==> config.mk <==
export PLATFORM = sky130hd
export DESIGN_NAME = fft_input_framer
export DESIGN_NICKNAME = d
export VERILOG_FILES = /design/src/rtl/fft_input_framer.sv
export SDC_FILE = /design/constraint.sdc
export NUM_CORES = 2
export LEC_CHECK = 0
export ABC_AREA = 1
export CAP_MARGIN = 40
export CORE_AREA = 2 2 423 425
export CTS_CLUSTER_DIAMETER = 200
export DETAILED_ROUTE_END_ITERATION = 10
export DIE_AREA = 0 0 425 427
export GPL_TIMING_DRIVEN = 0
export PLACE_DENSITY = 0.72
export RECOVER_POWER = 25
export SLEW_MARGIN = 20
export SYNTH_ARGS = -nofsm -noshare
export SYNTH_HDL_FRONTEND = slang
export SYNTH_SLANG_ARGS = --single-unit
==> constraint.sdc <==
create_clock -name clk -period 8.9 [get_ports clk]
set_clock_uncertainty 0.05 [all_clocks]
set_input_delay 0.89 -clock clk [delete_from_list [all_inputs] [get_ports clk]]
set_output_delay 0.89 -clock clk [all_outputs]
set_load 0.005 [all_outputs]
==> src/rtl/fft_input_framer.sv <==
// Ping-pong frame buffer feeding fft_32point: collects N samples per bank and holds each full bank until released.
// Optional define FFT_FRAMER_LAST_CHECK_EN enables s_last framing checks and frame_err pulses.
module fft_input_framer #(
   parameter int unsigned DATA_W = 32,
   parameter int unsigned N      = 32
) (
   input  logic                  clk,
   input  logic                  rst,
   input  logic                  s_valid,
   input  logic [DATA_W-1:0]     s_data,
   input  logic                  s_last,
   output logic                  s_ready,
   output logic [N*DATA_W-1:0]   frame_data,
   output logic                  frame_valid,
   input  logic                  frame_ready,
   output logic [7:0]            frame_cnt,
   output logic                  frame_err
);

   localparam int unsigned IDX_W = (N > 1) ? $clog2(N) : 1;
   localparam logic [IDX_W-1:0] LAST_IDX = IDX_W'(N - 1);

   logic [DATA_W-1:0] bank [2][N];
   logic [1:0]        full;
   logic [1:0]        full_nxt;
   logic              wr_sel;
   logic              rd_sel;
   logic [IDX_W-1:0]  wr_idx;
   logic              accept_c;
   logic              release_c;
   logic              complete_c;
   logic              drop_c;
   logic              err_c;

   assign s_ready     = !rst && !full[wr_sel];
   assign frame_valid = full[rd_sel];
   assign accept_c    = s_valid && s_ready;
   assign release_c   = frame_valid && frame_ready;

`ifdef FFT_FRAMER_LAST_CHECK_EN
   // Early s_last drops the sample and restarts the frame; a missing s_last only flags.
   assign drop_c     = accept_c && s_last && (wr_idx != LAST_IDX);
   assign err_c      = drop_c || (accept_c && !s_last && (wr_idx == LAST_IDX));
`else
   logic unused_last;
   assign unused_last = s_last;
   assign drop_c      = 1'b0;
   assign err_c       = 1'b0;
`endif

   assign complete_c = accept_c && !drop_c && (wr_idx == LAST_IDX);

   // Fill and release always target different banks, so set and clear never collide.
   always_comb begin
      full_nxt = full;
      if (release_c) full_nxt[rd_sel] = 1'b0;
      if (complete_c) full_nxt[wr_sel] = 1'b1;
   end

   always_ff @(posedge clk) begin
      if (rst) begin
         for (int b = 0; b < 2; b++) begin
            for (int k = 0; k < int'(N); k++) begin
               bank[b][k] <= '0;
            end
         end
         full      <= '0;
         wr_sel    <= 1'b0;
         rd_sel    <= 1'b0;
         wr_idx    <= '0;
         frame_cnt <= '0;
         frame_err <= 1'b0;
      end else begin
         if (accept_c && !drop_c) bank[wr_sel][wr_idx] <= s_data;
         if (drop_c) begin
            wr_idx <= '0;
         end else if (accept_c) begin
            wr_idx <= wr_idx + IDX_W'(1);
         end
         if (complete_c) wr_sel <= !wr_sel;
         if (release_c) begin
            rd_sel    <= !rd_sel;
            frame_cnt <= frame_cnt + 8'd1;
         end
         full      <= full_nxt;
         frame_err <= err_c;
      end
   end

   // Presented frame comes straight from the read bank's flops.
   always_comb begin
      frame_data = '0;
      for (int k = 0; k < int'(N); k++) begin
         frame_data[k*DATA_W +: DATA_W] = bank[rd_sel][k];
      end
   end

endmodule

==> metrics.md <==
| Metric | Value |
|---|---|
| Fillers | 13300 |
| R2R Path Start | wr_sel |
| Cts repair resizes | 0 |
| P_int | 16.5 mW |
| Final core occ | 58.8% |
| WL per Instance | 35.8 µm |
| Slowest stage delay, CP | 1.26 ns |
| Most frequent cells in the layout | 2048 x edfxtp_1, 1102 x nor2_1, 1059 x clkdlybuf4s50_1 |
| Reg2reg setup slack | 3.54 ns |
| Clock Power Share | 39.1% |
| Mapped Area | 0.0814 mm² |
| Cells along the critical path | dlygate4sd3_1 -> inv_1 -> nand4_1 -> clkbuf_1 -> a21oi_1 -> nor2_1 -> nand2_1 -> nor2_2 -> nand2_1 -> clkbuf_1 -> nand3_1 -> clkbuf_1 -> nand2_1 -> clkbuf_1 |
| Post-detail-place hpwl | 231000 µm |
| Hold buffer count at cts | 0 |
| Buffer count from post-CTS setup fixing | 0 |
| Clock sinks | 2066 |
| Register area share after synthesis | 76.0% |
| Max-slew headroom | -29.6% |
| Slowest CP cell | clkbuf_1 |
| Post-Synthesis Net Count | 4916 |
| Bufs on Longest Clock Path | 3 |
| Hold_sp | frame_cnt[7] |
| CTS tree | yes |
| Vias in the first global route | 50100 |
| Slew Viols, Final | 113 |
| WP data required | 9.31 ns |
| Yosys warns | 0 |
| Final wirelength | 317000 µm |
| Top cells by area, synth | edfxtp_1 76%, mux2_2 14%, nor2_1 5.2% |
| Max Cap Viol | 5 |
| Hold_ws | 0.429 ns |
| EDFF count, synth | 2048 |
| RSZ-0062 raised after global routing | no |
| Highest clock rate | 171 MHz |
| CTS Buf Count | 203 |
| Reg-to-Reg End | bank[0][744] |
| Net switching power figure | 4.96 mW |
| RD Place Congestion | 0.907 |
| Post-layout worst setup margin | 3.07 ns |
| Most used cell, CP | clkbuf_1 |
| Setup tns final | 0 ns |
| Hold Crit Depth | 2 |
| Failing checks | max-capacitance violations, max-slew violations |
| Cell Pwr Density | 206 mW/mm² |
| CP Class | input pin to flip-flop |
| Initial Util | 45.9% |
| Worst Setup End Kind | flip-flop |
| Drc violations | 0 |
| Sequential cell fraction of total power | 53.0% |
| Routed Antenna Nets | 0 |
| Async S/R FF share, synth | 0% |
| Die area | 0.181 mm² |
| Final number of setup-violating endpoints | 0 |
| Core area | 0.177 mm² |
| Reg2Reg Depth | 15 |
| GRT Overall Usage | 34.1% |
| Cell taking the most area after synthesis | edfxtp_1 |
| Syn-to-layout area delta | 28.1% |
| 1st-iter DRT viols | 7423 |
| IO Port Bufs | 1069 |
| Leak | 38.0 nW |
| Largest net degree at the start of global routing | 33 |
| Element type at the critical path start | input pin |
| Die H | 427 µm |
| Combinational power share | 7.9% |
| Clk slew on worst S/H paths | 0.06 ns |
| Synth Area per Inst | 16.7 µm² |
| Crit-path max FO | 29 |
| Worst skew pair latency | 0.85 ns |
| Root buffer cell | clkbuf_16 |
| H-tree Lvls | 4 |
| Commonest non-fill, non-tap cell in the layout | edfxtp_1 |
| Flop and latch count out of synthesis | 2066 |
| Layout cell share with drive strength beyond 1 | 25.3% |
| Status | finished, violations left |
| Switch share | 23.1% |
| Hold Violations, Final | 0 |
| Final nets | 6376 |
| Period minus WS final | 5.83 ns |
| Worst hold path class | flip-flop to flip-flop |
| Buf/Inv on CP | 6 |
| Worst path top cell family by delay | buffers and inverters |
| Antenna violations before repair | 36 |
| Multi-input logic area | 0.0173 mm² |
| Cells after Synth | 4873 |
| Setup WS pre-CTS | 4.17 ns |
| First-pass GRT wire length | 417000 µm |
| Fin area | 0.104 mm² |
| # IOs | 1072 |
| Hold endpoint | frame_cnt[7] |
| Top cell type's share of synthesized area | 75.5% |
| Fin crit share | 65.5% |
| # rows | 155 |
| DRT Pass-1 Iters | 6 |
| Top FF cell, synth | edfxtp_1 |
| Unique cell type count in the Yosys netlist | 32 |
| Max VDD drop | 0.193 mV |
| Reg area | 0.0619 mm² |
| GR Overflow Total | 0 |
| Vias post-DR | 52200 |
| WP data arrival | 6.24 ns |
| Worst Max-Slew Pin Slew | 1.94 ns |
| Die W | 425 µm |
| Placed Area | 0.0989 mm² |
| Vias/cell | 5.89 |
[synthesized netlist by cell type, types with 2 or more instances]
| library cell | n |
|---|---|
| edfxtp_1 | 2048 |
| nor2_1 | 1124 |
| mux2_2 | 1024 |
| clkbuf_1 | 183 |
| nand2_1 | 91 |
| buf_6 | 76 |
| buf_2 | 67 |
| nand3_1 | 49 |
| clkinv_1 | 32 |
| a21oi_1 | 28 |
| nand3_4 | 25 |
| dfxtp_1 | 18 |
| nor2_2 | 18 |
| inv_1 | 16 |
| nand4_1 | 16 |
| buf_1 | 12 |
| o21ai_0 | 9 |
| buf_4 | 8 |
| ha_1 | 6 |
| nor3_1 | 6 |
| inv_2 | 4 |
| buf_12 | 2 |
| nor3b_1 | 2 |
[metal layers]
layer	wire length [µm]	GRT usage, %	up-vias	part of all wire, %
met5	57	0	-	0.018
met4	24000	21.8	8	7.6
met3	36700	8.05	828	12
met2	148000	53.6	4030	47
met1	109000	42.5	26600	34
li1	-	-	20700	-
[final cells by class]
| class | instances | area share [%] |
|---|---|---|
| Antenna cell | 9 | 0.0216 |
| Buffer | 348 | 1.38 |
| Clock buffer | 251 | 5.17 |
| Clock inverter | 115 | 0.927 |
| Inverter | 53 | 0.193 |
| Multi-Input combinational cell | 2406 | 16.6 |
| Sequential cell | 2066 | 59.3 |
| Tap cell | 2355 | 2.83 |
| Timing Repair Buffer | 1255 | 13.6 |
[power groups by stage]
stage / logic [mW] / clock network [mW] / registers (mW)
floorplan: 0.490 / 0 / 11.5
global placement: 1.45 / 0 / 11.6
detailed placement: 1.69 / 0 / 11.6
CTS: 1.70 / 8.38 / 11.4
global route: 1.72 / 8.72 / 11.4
finish: 1.71 / 8.39 / 11.4
[sequential cells by signal, indices dropped and copies added, names as in the netlist, named ones only]
| signal | count |
|---|---|
| wr_idx | 5 |
| frame_cnt | 8 |
| bank | 2048 |
| rd_sel | 1 |
| wr_sel | 1 |
| full | 2 |
[tightest hold or removal path, cell delays in order (launching register included)]
cell,delay [ns]
dfxtp_1,0.31
inv_1,0.06
a21oi_1,0.06
[metrics by stage]
step	std cells	power [mW]
after CTS	8835	21.5
final	8858	21.5
after global placement	8297	13.0
after detailed placement	8469	13.3
after global routing	8850	21.8
after floorplan	4873	12.0
[how the worst max path moves through the flow]
stage | from | to | slack, ns | depth (start not counted)
finish | rst | bank[0][744] | 3.07 | 14
floorplan | rst | bank[1][100] | 5.63 | 12
CTS | flip-flop | frame_data[257] | 3.33 | 6
global placement | rst | bank[1][654] | 0.14 | 13
detailed placement | rst | bank[0][993] | 4.17 | 9
global route | rst | bank[0][740] | 2.80 | 14
[logic make-up after synthesis]
group,count (synthesis),share of synthesized area (%)
XOR/XNOR,2,0.0215
adder cells (fa/ha/maj),6,0.0922
buffers and inverters,401,2.73
flip-flops,2066,76.0
other,1,0.00460
multiplexers,1024,14.2
AND/OR/NAND/NOR,1335,6.80
AO/OA/AOI/OAI,38,0.238
No activity file was read; power rests on OpenSTA's default activity.
